`src/rtl/seg7_codes_pkg.sv`:
```
// Shared constants for the seven-segment pattern reader: segment patterns
// ({A,B,C,D,E,F,G}, A is the MSB), symbol codes and the blink-tracking states.
package seg7_codes_pkg;

    localparam logic [6:0] SEG_0     = 7'b1111110;
    localparam logic [6:0] SEG_1     = 7'b0110000;
    localparam logic [6:0] SEG_2     = 7'b1101101;
    localparam logic [6:0] SEG_3     = 7'b1111001;
    localparam logic [6:0] SEG_4     = 7'b0110011;
    localparam logic [6:0] SEG_5     = 7'b1011011;
    localparam logic [6:0] SEG_6     = 7'b1011111;
    localparam logic [6:0] SEG_7     = 7'b1110000;
    localparam logic [6:0] SEG_8     = 7'b1111111;
    localparam logic [6:0] SEG_9     = 7'b1111011;
    localparam logic [6:0] SEG_U     = 7'b0111110;
    localparam logic [6:0] SEG_P     = 7'b1100111;
    localparam logic [6:0] SEG_MARK  = 7'b1110100;
    localparam logic [6:0] SEG_BLANK = 7'b0000000;

    localparam logic [4:0] CODE_U       = 5'h0A;
    localparam logic [4:0] CODE_P       = 5'h0B;
    localparam logic [4:0] CODE_MARK    = 5'h0C;
    localparam logic [4:0] CODE_BLANK   = 5'h1E;
    localparam logic [4:0] CODE_INVALID = 5'h1F;

    typedef enum logic [2:0] {
        ST_IDLE,
        ST_LIT,
        ST_DARK,
        ST_BLINK_LIT,
        ST_BLINK_DARK
    } blink_state_t;

endpackage

```
`src/rtl/seg7_to_code.sv`:
```
// Pure combinational lookup from a 7-bit segment pattern to its 5-bit symbol
// code; anything not in the symbol table is reported as INVALID.
module seg7_to_code
    import seg7_codes_pkg::*;
(
    input  logic [6:0] i_pat,
    output logic [4:0] o_code
);

    // Table lookup, INVALID for every unlisted pattern
    always_comb begin
        o_code = CODE_INVALID;
        case (i_pat)
            SEG_0:     o_code = 5'h00;
            SEG_1:     o_code = 5'h01;
            SEG_2:     o_code = 5'h02;
            SEG_3:     o_code = 5'h03;
            SEG_4:     o_code = 5'h04;
            SEG_5:     o_code = 5'h05;
            SEG_6:     o_code = 5'h06;
            SEG_7:     o_code = 5'h07;
            SEG_8:     o_code = 5'h08;
            SEG_9:     o_code = 5'h09;
            SEG_U:     o_code = CODE_U;
            SEG_P:     o_code = CODE_P;
            SEG_MARK:  o_code = CODE_MARK;
            SEG_BLANK: o_code = CODE_BLANK;
            default:   o_code = CODE_INVALID;
        endcase
    end

endmodule

```
`src/rtl/seg7_pattern_reader.sv`:
```
// Receive-side monitor for the display segment lines: debounces the sampled
// pattern, reports each newly accepted symbol, and tracks lit/blank
// alternation to flag blinking and the symbol being blinked.
module seg7_pattern_reader
    import seg7_codes_pkg::*;
#(
    parameter int STABLE_CYCLES = 1,
    parameter int BLINK_WINDOW  = 4
) (
    input  logic       clk,
    input  logic       reset,
    input  logic       A,
    input  logic       B,
    input  logic       C,
    input  logic       D,
    input  logic       E,
    input  logic       F,
    input  logic       G,
    output logic [4:0] code,
    output logic       code_valid,
    output logic [4:0] disp_code,
    output logic       blinking
);

    localparam int STAB_W  = (STABLE_CYCLES < 2) ? 1 : $clog2(STABLE_CYCLES + 1);
    localparam int PHASE_W = $clog2(BLINK_WINDOW + 2);

    localparam logic [STAB_W-1:0]  STAB_MAX  = STAB_W'(STABLE_CYCLES);
    localparam logic [PHASE_W-1:0] PHASE_LIM = PHASE_W'(BLINK_WINDOW);
    localparam logic [PHASE_W-1:0] PHASE_MAX = PHASE_W'(BLINK_WINDOW + 1);

    logic [6:0]         w_seg;
    logic [4:0]         w_code;
    logic               w_accept;
    logic               w_isBlank;
    logic               w_inWindow;
    logic               w_timeout;
    logic               w_relatch;
    blink_state_t       w_nextState;

    logic [6:0]         r_segQ;
    logic [STAB_W-1:0]  r_stabCnt;
    logic [6:0]         r_accPat;
    logic [PHASE_W-1:0] r_phaseCnt;
    logic [6:0]         r_litPat;
    blink_state_t       r_state;

    assign w_seg      = {A, B, C, D, E, F, G};
    assign w_accept   = (r_stabCnt == STAB_MAX) && (r_segQ != r_accPat);
    assign w_isBlank  = (r_segQ == SEG_BLANK);
    assign w_inWindow = (r_phaseCnt <= PHASE_LIM);
    assign w_timeout  = (r_phaseCnt == PHASE_MAX);

    seg7_to_code u_decode (
        .i_pat  (r_segQ),
        .o_code (w_code)
    );

    // Sample the segment lines and count how long the sample has been steady
    always_ff @(posedge clk) begin
        if (reset) begin
            r_segQ    <= SEG_BLANK;
            r_stabCnt <= '0;
        end else begin
            r_segQ <= w_seg;
            if (w_seg != r_segQ) begin
                r_stabCnt <= STAB_W'(1);
            end else if (r_stabCnt != STAB_MAX) begin
                r_stabCnt <= r_stabCnt + STAB_W'(1);
            end
        end
    end

    // Accept a steady new pattern, publish its code and time the phase since
    always_ff @(posedge clk) begin
        if (reset) begin
            r_accPat   <= SEG_BLANK;
            code       <= CODE_BLANK;
            code_valid <= 1'b0;
            r_phaseCnt <= '0;
        end else begin
            code_valid <= w_accept;
            if (w_accept) begin
                r_accPat   <= r_segQ;
                code       <= w_code;
                r_phaseCnt <= '0;
            end else if (r_phaseCnt != PHASE_MAX) begin
                r_phaseCnt <= r_phaseCnt + PHASE_W'(1);
            end
        end
    end

    // Blink tracking: a fresh acceptance always takes priority over a timeout
    always_comb begin
        w_nextState = r_state;
        w_relatch   = 1'b0;
        case (r_state)
            ST_IDLE: begin
                if (w_accept && !w_isBlank) begin
                    w_nextState = ST_LIT;
                    w_relatch   = 1'b1;
                end
            end
            ST_LIT: begin
                if (w_accept) begin
                    if (w_isBlank) begin
                        w_nextState = ST_DARK;
                    end else begin
                        w_nextState = ST_LIT;
                        w_relatch   = 1'b1;
                    end
                end
            end
            ST_DARK, ST_BLINK_DARK: begin
                if (w_accept) begin
                    if (!w_isBlank) begin
                        if ((r_segQ == r_litPat) && w_inWindow) begin
                            w_nextState = ST_BLINK_LIT;
                        end else begin
                            w_nextState = ST_LIT;
                            w_relatch   = 1'b1;
                        end
                    end
                end else if (w_timeout) begin
                    w_nextState = ST_IDLE;
                end
            end
            ST_BLINK_LIT: begin
                if (w_accept) begin
                    if (w_isBlank) begin
                        w_nextState = w_inWindow ? ST_BLINK_DARK : ST_DARK;
                    end else begin
                        w_nextState = ST_LIT;
                        w_relatch   = 1'b1;
                    end
                end else if (w_timeout) begin
                    w_nextState = ST_LIT;
                end
            end
            default: begin
                w_nextState = ST_IDLE;
            end
        endcase
    end

    // Blink state register plus the display-side outputs derived from it
    always_ff @(posedge clk) begin
        if (reset) begin
            r_state   <= ST_IDLE;
            r_litPat  <= SEG_BLANK;
            blinking  <= 1'b0;
            disp_code <= CODE_BLANK;
        end else begin
            r_state  <= w_nextState;
            blinking <= (w_nextState == ST_BLINK_LIT) || (w_nextState == ST_BLINK_DARK);
            if (w_relatch) begin
                r_litPat <= r_segQ;
            end
            if (w_accept && !w_isBlank) begin
                disp_code <= w_code;
            end else if ((w_nextState == ST_IDLE) && (r_state != ST_IDLE)) begin
                disp_code <= CODE_BLANK;
            end
        end
    end

endmodule

```
`config.mk`:
```
export PLATFORM = sky130hd
export DESIGN_NAME = seg7_pattern_reader
export DESIGN_NICKNAME = d
export VERILOG_FILES = /design/src/rtl/seg7_codes_pkg.sv /design/src/rtl/seg7_to_code.sv /design/src/rtl/seg7_pattern_reader.sv
export SDC_FILE = /design/constraint.sdc
export NUM_CORES = 1
export LEC_CHECK = 0
export ABC_AREA = 1
export ABC_CLOCK_PERIOD_IN_PS = 4840
export BUFFER_PORTS_ARGS = -buffer_cell sky130_fd_sc_hd__buf_2
export CAP_MARGIN = 20
export CORE_MARGIN = 2
export CORE_UTILIZATION = 39
export DETAILED_ROUTE_END_ITERATION = 10
export MAX_ROUTING_LAYER = met4
export PLACE_DENSITY = 0.62
export SLEW_MARGIN = 10
export SYNTH_ARGS = -nofsm -noshare
export SYNTH_HDL_FRONTEND = slang
export SYNTH_HIERARCHICAL = 1
export SYNTH_SLANG_ARGS = --single-unit
```
`constraint.sdc`:
```
create_clock -name clk -period 4.84 [get_ports clk]
set_clock_uncertainty 0.2 [all_clocks]
set_input_delay 0.726 -clock clk [delete_from_list [all_inputs] [get_ports clk]]
set_output_delay 0.726 -clock clk [all_outputs]
set_load 0.01 [all_outputs]
```
==> flow_metrics.py <==
metrics = {
    "detailed_routing": {
        "viasPerCell": 4.734,
        "first_pass_iters": 4,
        "ant_nets": 0,
        "wire_per_inst_microns": 11.17,
        "drt_iter0_drc": 108,
        "vias": 2121,
        "wirelength_microns": 5004,
        "drc_errors": 0,
    },
    "synth": {
        "synth.most_common_cell": "nand2_1",
        "synth_edf_count": 0,
        "synth_seq_cells": 40,
        "netlist_area_sq_um": 2227,
        "postSynthAreaPerCell_sq_um": 6.327,
        "netlist.top_cell.by_area": "dfxtp_1",
        "ys.flop_type": "dfxtp_1",
        "synthTopCellsByArea": "dfxtp_1 (36%), nand2_1 (18%), inv_1 (8.4%)",
        "ys_seq_area_share_pct": 35.96,
        "ys.warnings.count": 6,
        "synth_top_area_share_pct": 35.96,
        "yosys-top-cells-count": "nand2_1 (107), inv_1 (50), nor2_1 (42)",
        "syn_inst": 352,
        "ys_types": 27,
        "synthArstFlopShare_pct": 0,
        "syn_nets": 364,
    },
    "critical_path": {
        "rrSetupSlack_ns": 2.54,
        "r2r_cells": 8,
        "cp_slowest_stage_delay_ns": 0.46,
        "cp-startpoint": "r_segQ[2]",
        "crit_chain": "inv_1, nand2_1, nand2_1, nand3_1, o21bai_4, nor2_1, inv_1, o22ai_1",
        "crit_required_ns": 4.84,
        "start_kind": "flop",
        "slowest_stage": "dfxtp_1",
        "critical_path_class": "flop to flop",
        "worstPathArrival_ns": 2.31,
        "end_kind": "flop",
        "r2r-end": "r_accPat[5]",
        "r2r_start": "r_segQ[2]",
        "worstPathMaxFanout": 9,
    },
    "clocking": {
        "clk_pin_slew_ns": 0.08,
        "cts_setup_buffers": 0,
        "htreeDepth": 2,
        "clockRootBuffer": "clkbuf_8",
        "clockBufferDepth": 2,
        "cts_sinks": 40,
        "numCtsBuffers": 5,
        "cts_tree": "yes",
        "clk_latency_ns": 0.29,
        "ctsResizeCount": 0,
        "cts_hold_buf": 0,
    },
    "grt": {
        "grt_pass1_vias": 1929,
        "grt_overflow": 0,
        "grt_max_degree": 15,
        "antenna_found_initial": 0,
        "grt_use_total_pct": 17.82,
        "grt_pass1_wl_microns": 8769,
    },
    "sta": {
        "slew_viol_final": 0,
        "worstMarginPinSlew_ns": 0.5620,
        "rsz0062_at_grt": "false",
        "finalSetupTns_ns": 0,
        "final.min_clock_period_ns": 2.304,
        "min_period_over_period_pct": 47.61,
        "setup-violations-final": 0,
        "slew_headroom_pct": 62.49,
        "hold_viol": 0,
        "layout_setup_ws_ns": 2.536,
        "max_freq_mhz": 434.0,
    },
    "floorplanning": {
        "die_y_microns": 79.57,
        "die_area_sq_um": 6331,
        "dieWidth_microns": 79.57,
        "pin_count": 21,
        "fp.coreArea_sq_um": 5507,
        "fp-row-count": 27,
        "initial_core_util_pct": 40.45,
    },
    "final_layout": {
        "syn2layout_area_growth_pct": 12.64,
        "antenna_cells": 0,
        "drive_gt1_share_pct": 14.89,
        "fin_nets": 387,
    },
    "power_and_ir_drop": {
        "cellLeakagePower_uw": 0.001279,
        "ir_worst_vdd_mv": 0.2689,
        "cellPowerDensity_nw_per_um2": 310.3,
    },
    "outcome": {
        "outcome": "complete, no violations",
    },
    "worst_hold_path": {
        "holdCritStartpoint": "code[0]",
        "hp-class": "flop to flop",
        "hold_path_end": "code[0]",
        "whs_path_depth": 1,
    },
    "place": {
        "place_hpwl_microns": 3890,
        "place.gp.congestion": 0.9258,
        "numPortBuffers": 20,
        "pre_cts_ws_ns": 2.559,
    },
    "flow_run": {
        "maxCapViolations": 0,
    },
}
==> metrics by stage <==
stage                     util [%]  total power (uW)  std cells  hold WS, ns  area [sq um]
final                        45.56             778.4        448       0.2808          2509
after global routing         45.56             822.4        448       0.3113          2509
after detailed placement     43.60             516.9        440       0.2590          2401
after CTS                    45.56             785.1        448       0.2837          2509
after floorplan                  -             479.9        352       0.2618          2227
after global placement       43.60             516.3        440       0.2580          2401
==> critical path: cells and delay by family, from the launching register on <==
kind                   cells  cell delay (ns)
buffers and inverters      2             0.45
AO/OA/AOI/OAI              2             0.39
flip-flops                 1             0.46
AND/OR/NAND/NOR            4             0.73
==> logic make-up after synthesis <==
kind of cell / share of synthesized area (%)
AND/OR/NAND/NOR: 41.97
buffers and inverters: 10.84
flip-flops: 35.96
AO/OA/AOI/OAI: 9.158
adder cells (fa/ha/maj): 1.686
XOR/XNOR: 0.3933
==> metal layers <==
metal | track usage, % | part of all wire, % | vias up
met5 | - | 0 | -
met1 | 23.73 | 50 | 930
li1 | - | - | 1140
met2 | 27.65 | 45 | 41
met4 | 5.000 | 1.3 | 0
met3 | 3.394 | 3.7 | 10
==> how the worst max path moves through the flow <==
stage,endpoint,slack (ns),cells after the start
after global placement,r_accPat[5],2.58,8
after CTS,r_accPat[5],2.54,8
final,r_accPat[5],2.54,8
after global routing,r_accPat[5],2.27,8
after floorplan,disp_code[1],2.89,13
after detailed placement,r_accPat[5],2.56,8
==> power breakdown <==
part           total [uW]  switching (uW)  leakage [uW]  internal [uW]
clock                 270             116     0.0000552            153
combinational         138            89.0      0.000894           48.7
sequential            371            20.1      0.000329            351
==> placed cells by master (no fill, tap or decap) <==
cell type	netlist	final
clkbuf_8	0	5
o21ai_0	9	9
and2_1	1	1
nor3_1	6	6
a21oi_1	14	14
nor2_1	42	42
and2_2	1	1
nand2_4	1	1
bufinv_16	0	1
o22ai_1	7	7
nand2_2	3	3
nor2_2	5	5
ha_1	3	3
nand3_4	1	1
buf_2	1	20
nand2_1	107	107
clkbuf_1	3	1
inv_2	10	10
inv_1	50	50
o21bai_4	1	1
a22o_1	1	1
xnor2_1	1	1
dfxtp_1	40	40
nand3_1	33	33
o31ai_1	1	1
clkinv_2	0	1
o21ai_1	2	2
nor2_4	4	4
nand4_1	2	2
nand3_2	3	3
==> state kept, by name (all words and copies together), names as in the netlist <==
register    flops
blinking        1
code            5
code_valid      1
disp_code       5
r_accPat        7
r_litPat        7
r_phaseCnt      3
r_segQ          7
r_stabCnt       1
r_state         3
==> area by class of cell <==
type | instances | area [sq um]
Sequential cell | 40 | 800.8
Multi-Input combinational cell | 248 | 1185
Timing Repair Buffer | 20 | 100.1
Clock buffer | 6 | 72.57
Fill cell | 593 | 2998
Clock inverter | 2 | 35.03
Inverter | 60 | 225.2
Tap cell | 72 | 90.09
No activity file was read; power rests on OpenSTA's default activity.
